--- src/rtl/xnor_pkg.sv ---
// Shared definitions for the XNOR equality stage and its match-window consumer.
// Holds the FSM state encoding and the default window/threshold constants.
package xnor_pkg;

    typedef enum logic [1:0] {
        IDLE  = 2'd0,
        ACCUM = 2'd1,
        DONE  = 2'd2
    } state_e;

    localparam int unsigned DEF_WINDOW = 8;
    localparam int unsigned DEF_THRESH = 6;

endpackage

--- src/rtl/xnor_match_window.sv ---
// Counts XNOR match bits over a window of WINDOW accepted bits and reports count/pass via valid/ready.
// Define XNOR_MATCH_RUN_EN to add the max_run output (longest run of consecutive matches).
module xnor_match_window
    import xnor_pkg::*;
#(
    parameter int unsigned WINDOW = DEF_WINDOW,
    parameter int unsigned THRESH = DEF_THRESH,
    parameter int unsigned CNT_W  = $clog2(WINDOW + 1)
) (
    input  logic             clk,
    input  logic             rst,
    input  logic             start,
    input  logic             in_valid,
    output logic             in_ready,
    input  logic             Y,
    output logic             out_valid,
    input  logic             out_ready,
    output logic [CNT_W-1:0] match_count,
    output logic             pass,
`ifdef XNOR_MATCH_RUN_EN
    output logic [CNT_W-1:0] max_run,
`endif
    output logic             busy
);

    state_e            r_state;
    state_e            w_state_next;
    logic [CNT_W-1:0]  r_bit_cnt;
    logic [CNT_W-1:0]  r_acc;
    logic [CNT_W-1:0]  r_match_count;
    logic              r_pass;

    logic              w_accept;
    logic              w_last;
    logic              w_enter;
    logic [CNT_W-1:0]  w_sum;
    logic              w_pass;

    assign w_accept = in_valid && (r_state == ACCUM);
    assign w_last   = w_accept && (r_bit_cnt == CNT_W'(WINDOW - 1));
    assign w_enter  = (r_state == IDLE) && start;
    assign w_sum    = r_acc + CNT_W'(Y);
    // Widened compare so THRESH above WINDOW simply never passes.
    assign w_pass   = (32'(w_sum) >= THRESH);

    assign in_ready    = (r_state == ACCUM);
    assign out_valid   = (r_state == DONE);
    assign busy        = (r_state != IDLE);
    assign match_count = r_match_count;
    assign pass        = r_pass;

    always_ff @(posedge clk or posedge rst) begin
        if (rst) begin
            r_state <= IDLE;
        end else begin
            r_state <= w_state_next;
        end
    end

    always_comb begin
        w_state_next = r_state;
        case (r_state)
            IDLE:    if (start)     w_state_next = ACCUM;
            ACCUM:   if (w_last)    w_state_next = DONE;
            DONE:    if (out_ready) w_state_next = IDLE;
            default:                w_state_next = IDLE;
        endcase
    end

    always_ff @(posedge clk or posedge rst) begin
        if (rst) begin
            r_bit_cnt     <= '0;
            r_acc         <= '0;
            r_match_count <= '0;
            r_pass        <= 1'b0;
        end else if (w_enter) begin
            r_bit_cnt <= '0;
            r_acc     <= '0;
        end else if (w_accept) begin
            r_bit_cnt <= r_bit_cnt + 1'b1;
            r_acc     <= w_sum;
            if (w_last) begin
                r_match_count <= w_sum;
                r_pass        <= w_pass;
            end
        end
    end

`ifdef XNOR_MATCH_RUN_EN
    logic [CNT_W-1:0]  r_run_cur;
    logic [CNT_W-1:0]  r_run_best;
    logic [CNT_W-1:0]  r_max_run;
    logic [CNT_W-1:0]  w_run_next;
    logic [CNT_W-1:0]  w_best_next;

    assign w_run_next  = Y ? (r_run_cur + 1'b1) : '0;
    assign w_best_next = (w_run_next > r_run_best) ? w_run_next : r_run_best;
    assign max_run     = r_max_run;

    always_ff @(posedge clk or posedge rst) begin
        if (rst) begin
            r_run_cur  <= '0;
            r_run_best <= '0;
            r_max_run  <= '0;
        end else if (w_enter) begin
            r_run_cur  <= '0;
            r_run_best <= '0;
        end else if (w_accept) begin
            r_run_cur  <= w_run_next;
            r_run_best <= w_best_next;
            if (w_last) begin
                r_max_run <= w_best_next;
            end
        end
    end
`endif

endmodule

--- config.mk ---
export PLATFORM = sky130hd
export DESIGN_NAME = xnor_match_window
export DESIGN_NICKNAME = d
export VERILOG_FILES = /design/src/rtl/xnor_pkg.sv /design/src/rtl/xnor_match_window.sv
export SDC_FILE = /design/constraint.sdc
export NUM_CORES = 1
export LEC_CHECK = 0
export CORE_UTILIZATION = 49
export DETAILED_ROUTE_END_ITERATION = 10
export PLACE_DENSITY = 0.71
export SLEW_MARGIN = 5
export SYNTH_ARGS = -nofsm -noshare
export SYNTH_HDL_FRONTEND = slang
export SYNTH_SLANG_ARGS = --single-unit
export TNS_END_PERCENT = 50
--- constraint.sdc ---
create_clock -name clk -period 1.7 [get_ports clk]
set_input_delay 0.255 -clock clk [delete_from_list [all_inputs] [get_ports clk]]
set_output_delay 0.255 -clock clk [all_outputs]
set_load 0.005 [all_outputs]
==> run summary <==
status - finished clean
Final GP Congestion - 0.766
Die Span Y - 41.8 um
Post-Place Cell Area - 980 sq um
Starting Density - 56.0%
Worst-Margin Slew - 0.551 ns
number of global-route vias before repair - 650
Slowest cell on crit path - clkdlybuf4s50_1
DRT Wirelength - 1630 um
crit end category - output port
vias per cell - 5.57
Final Max Tran Viols - 0
port bufs - 13
Setup Viol. Count Final - 0
Max VDD drop - 1000 uV
DR vias - 602
GRT Total Usage - 20.6%
crit path DAT - 1.36 ns
global-route wire length before repair - 2770 um
dpl hpwl - 1250 um
cell internal pwr - 0.00109 W
initial drt markers - 14
Comb pwr share - 48.8%
kind of critical path - flop to output port
largest net degree at the start of global routing - 16
CTS Buf Count - 3
netlist area before placement - 774 sq um
clk slew on worst S/H paths - 0.10 ns
iteration count of the initial detailed-routing pass - 4
die area - 1740 sq um
Ports - 14
most common cell after layout, fill and taps aside - dfrtp_1
post-layout instance area - 1030 sq um
number of placement rows - 13
core footprint - 1380 sq um
Syn Area/Cell - 11.6 sq um
#FFs+latches synth - 15
ant diodes - 0
drt drc - 0
clock share of power - 12.3%
Synth Instances - 67
Final #Nets - 103
RSZ-0062 raised after global routing - no
Min-Delay Path Class - input port to async pin
Peak Freq - 618 MHz
Top delay family on crit path - buffers and inverters
total congestion overflow - 0
Yosys warnings - 0
CTS tree - done
clock tree root buffer cell - clkbuf_4
final hold viol count - 0
data required time of the worst path - 1.44 ns
post-layout util - 74.6%
CTS Sinks - 15
CTS max path bufs - 2
Final Skew - 0.00521 ns
Pleak - 0.500 nW
WL per Instance - 15.1 um
area delta synth->final - 33.1%
Tcrit/Tclk final - 95.2%
sequential share of the synthesized area - 48.5%
CP Launch Type - flop
Sequential Power Share - 38.9%
Die X - 41.8 um
Post-Syn Nets - 76
post-cts hold buffer count - 0
max-capacitance violation count - 0
layout cell share with drive strength beyond 1 - 29.0%
pwr/cell area - 1650 nW/um^2
count of cell types in the netlist - 22
DRT antenna net count - 0
CP Buf/Inv Count - 1
CTS HTree Levels - 1
Sw Ratio - 36.2%
CP cell instances - nor2b_2 -> clkdlybuf4s50_1
Design Power - 0.00170 W
CP max stage delay - 0.51 ns
initial antenna violation count - 0
crit-path max FO - 4
Tmin final - 1.62 ns
slew margin rel. - 63.2%
net switching power - 0.000615 W
commonest non-fill, non-tap cells in the layout - dfrtp_1 (14), clkdlybuf4s50_1 (12), buf_4 (10)
clk_lat worst skew - 0.28 ns
==> metal layers <==
metal,track usage [%],part of all wire [%]
met2,36.3,51
met1,26.5,43
met5,0,0
met4,3.23,0
met3,3.91,6.1
==> metrics by stage <==
stage / setup TNS [ns] / std cells / worst slack (ns) / hold WS (ns)
global placement: -0.332 / 102 / -0.179 / 0.498
CTS: 0 / 108 / 0.0318 / 0.329
floorplan: 0 / 67 / 0.197 / 0.156
finish: 0 / 108 / 0.0811 / 0.306
global route: 0 / 108 / 0.0304 / 0.397
detailed placement: -0.599 / 102 / -0.315 / 0.503
==> final cells by class <==
cell class	instances	area (sq um)
clock buffers	3	22.5
clock inverters	1	5.00
fillers	95	352
inverters	4	15.0
multi-input cells	47	389
flip-flops and latches	15	377
well taps	15	18.8
repair buffers	23	204
==> worst paths after layout <==
path / to / cells after the start / slack, ns / start
min: match_count[3] / 2 / 0.31 / rst
max: out_valid / 2 / 0.08 / r_state[0]
max in group asynchronous: r_state[1] / 2 / 1.00 / rst
max reg2reg: match_count[0] / 4 / 0.11 / r_bit_cnt[1]
min reg2reg: match_count[3] / 2 / 0.52 / match_count[3]
min in group clk: match_count[3] / 2 / 0.52 / match_count[3]
==> cell usage after synthesis <==
cell type / n / area share (%)
a2111oi_0: 1 / 1.1
a21o_2: 1 / 1.1
a21oi_1: 1 / 0.65
a22o_1: 9 / 10
a2bb2oi_1: 2 / 2.3
clkbuf_1: 1 / 0.48
dfrtp_1: 15 / 48
ha_1: 3 / 4.8
inv_1: 4 / 1.9
mux2_2: 6 / 8.7
mux2i_1: 1 / 1.3
nand2_1: 6 / 2.9
nand3_1: 2 / 1.3
nand3b_4: 1 / 2.6
nand4_1: 1 / 0.81
nor2_1: 3 / 1.5
nor2b_1: 3 / 2.4
nor3_4: 1 / 2.1
o21ai_0: 2 / 1.3
o21bai_1: 1 / 0.97
or2_2: 1 / 0.81
xor2_1: 2 / 2.3
==> flip-flops by register name, indices dropped and copies added (netlist names) <==
register,cells
r_bit_cnt,4
match_count,4
pass,1
r_acc,4
r_state,2
==> power groups by stage <==
stage	clock [W]	combinational, W	sequential, W
finish	0.000208	0.000831	0.000662
global route	0.000229	0.000905	0.000682
CTS	0.000212	0.000824	0.000655
detailed placement	0	0.000793	0.000669
global placement	0	0.000763	0.000664
floorplan	0	0.000446	0.000643
==> logic make-up (layout without fill, tap and decap cells) <==
family | Yosys count | count (layout) | share of synthesized area [%]
adders and majority gates | 3 | 3 | 4.85
buffers and inverters | 5 | 31 | 2.42
muxes | 7 | 7 | 10.0
xor gates and xnor gates | 2 | 2 | 2.26
and+or+nand+nor | 18 | 18 | 14.4
AOI/OAI and AO/OA | 17 | 17 | 17.6
DFF | 15 | 15 | 48.5
==> repair_timing <==
action	4_1_cts	5_1_grt
pin swaps	0	1
resized for setup	3	2
gates cloned	0	0
buffers inserted	2	0
endpoints found under the setup margin	3	2
==> worst reg2reg max path: cells and delay by family (launching register included) <==
| kind | cells | cell delay, ns |
|---|---|---|
| mux | 1 | 0.37 |
| fa+ha+maj | 1 | 0.27 |
| flops | 1 | 0.42 |
| simple gates | 2 | 0.42 |
No activity file was read; power rests on OpenSTA's default activity.
==> RTL change, RTL diff (config.mk and constraints unchanged) <==
The package constant `DEF_THRESH` goes from 6 to 5.
--- a/src/rtl/xnor_pkg.sv
+++ b/src/rtl/xnor_pkg.sv
@@ -9,7 +9,7 @@
     } state_e;
 
     localparam int unsigned DEF_WINDOW = 8;
-    localparam int unsigned DEF_THRESH = 6;
+    localparam int unsigned DEF_THRESH = 5;
 
 endpackage
 
Behaviour: not the same (Yosys sat finds a counterexample within 10 cycles, from zero or initial values and one cycle with rst high).
==> RTL change against the unedited design <==
- setup slack worse by 0.0065 ns
- first-iteration DRC count is 71% lower
- routed wire length is 11% lower
- via count is 0.66% lower
- sequential cell count stayed put
- synthesized area is 1.6% higher
- cell area is 3.2% lower
- power is 6.0% lower
- critical path type unchanged
- largest cell class unchanged
- largest power group unchanged
==> RTL change: results (changes against the unedited design) <==
LEAKAGE: 0.4770 nW (-4.6%)
DP Worst Slack: -0.04280 ns (+0.2722 ns)
Finished Layout Cells: 105 (-2.8%)
Max incr delay on CP: 0.45 ns (-0.06 ns)
Commonest cells post-synth: dfrtp_1 (15), a22o_1 (9), nand2_1 (5)
Outcome: complete, no violations
Unique masters post-synth: 29 (+32%)
Overall Global Routing Usage: 19.62% (-0.97 points)
Placed Instance Area: 959.7 um^2 (-2.0%)
IO buf count: 13 (unchanged)
Met3 wire len: 57 um (-43%)
Post-synthesis adder-cell area fraction: 4.769% (-0.077 points)
Peak VDD IR: 0.0009260 V (-7.5%)
Layout Nets: 99 (-3.9%)
Share of post-route cells with drive strength above 1: 22.47% (-6.6 points)
Uppermost layer routed: met4
Fill count: 130 (+37%)
Hpwl dp: 1.090 mm (-13%)
Met2 wire length: 725 um (-13%)
M1 WL: 655 um (-6.0%)
Placed cell count: 100 (-2.0%)
Post-Route WL: 1.452 mm (-11%)
Vias per Instance: 5.695 (+2.2%)
H-tree depth: 1 (unchanged)
Slew HR: 62.09% (-1.1 points)
Compound-Gate Fraction of Synth Area: 18.44% (+0.83 points)
Routability Congestion: 0.7565 (-1.2%)
First-pass GRT wire length: 2.608 mm (-5.7%)
Mux contribution to synthesized area: 10.02% (about the same)
Kind of cell adding the most delay to the critical path: flip-flops
Largest fanout on the critical path: 7 (+3)
Seq/Total Area, Yosys: 47.69% (-0.77 points)
DRT Pass-1 Iters: 4 (unchanged)
Synth Area in XOR/XNOR: 2.226% (-0.036 points)
Slowest CP cell: dfrtp_2
Asr flop ratio synth: 100.0% (unchanged)
Starting DRT DRC Count: 4 (-10)
Clk_skew: 0.0007843 ns (-0.004422 ns)
RTL change: changes by cell type in the layout (fill, tap and decap cells not counted), moves of 2 or more:
cell and change:
mux2_4 +3, nor2b_1 -2, mux2_1 +2, buf_4 -4
a21oi_1 +2, mux2_2 -5
RTL change: layer usage:
metal | global-route usage (%) | vias up
met1 | 25.71 | 297
met4 | 7.500 | 0
met2 | 32.81 | 9
li1 | - | 290
met3 | 3.017 | 2
met5 | 0 | -
RTL change: cell type report:
type	instances	area share, %
inverters	3	1.128
flip-flops and latches	15	37.84
multi-input cells	48	38.85
well taps	16	2.005
repair buffers	19	17.54
clock buffers	4	2.632
RTL change: path summary, 6_finish.rpt:
path	start	slack, ns	cells after the start	endpoint
setup / recovery	r_state[0]	0.07	2	busy
hold / removal	rst	0.33	2	pass
setup reg to reg	r_acc[0]	0.22	5	r_acc[2]
hold reg to reg	match_count[2]	0.52	1	match_count[2]
max in group asynchronous	rst	0.97	2	r_state[0]
min in group clk	match_count[2]	0.52	1	match_count[2]
RTL change: worst reg2reg max path, stage by stage (launching register included):
cell and delay, ns:
dfrtp_1 0.41, ha_1 0.20, ha_1 0.21, nand2_1 0.07, mux2_1 0.31, a22o_1 0.18
RTL change: cells by family after synthesis:
family / count (synthesis)
AO/OA/AOI/OAI: 19
AND/OR/NAND/NOR: 18
flip-flops: 15
multiplexers: 6
buffers and inverters: 5
adder cells (fa/ha/maj): 3
XOR/XNOR: 2
RTL change: repair_timing:
action,CTS,global route
buffers inserted,0,1
resized for setup,1,2
setup endpoints to repair,1,2
pin swaps,0,0
RTL change: where the power goes:
part / total, mW / internal (mW) / switching (mW)
Sequential: 0.660 / 0.515 / 0.145
Combinational: 0.743 / 0.457 / 0.286
Clock: 0.195 / 0.0907 / 0.105
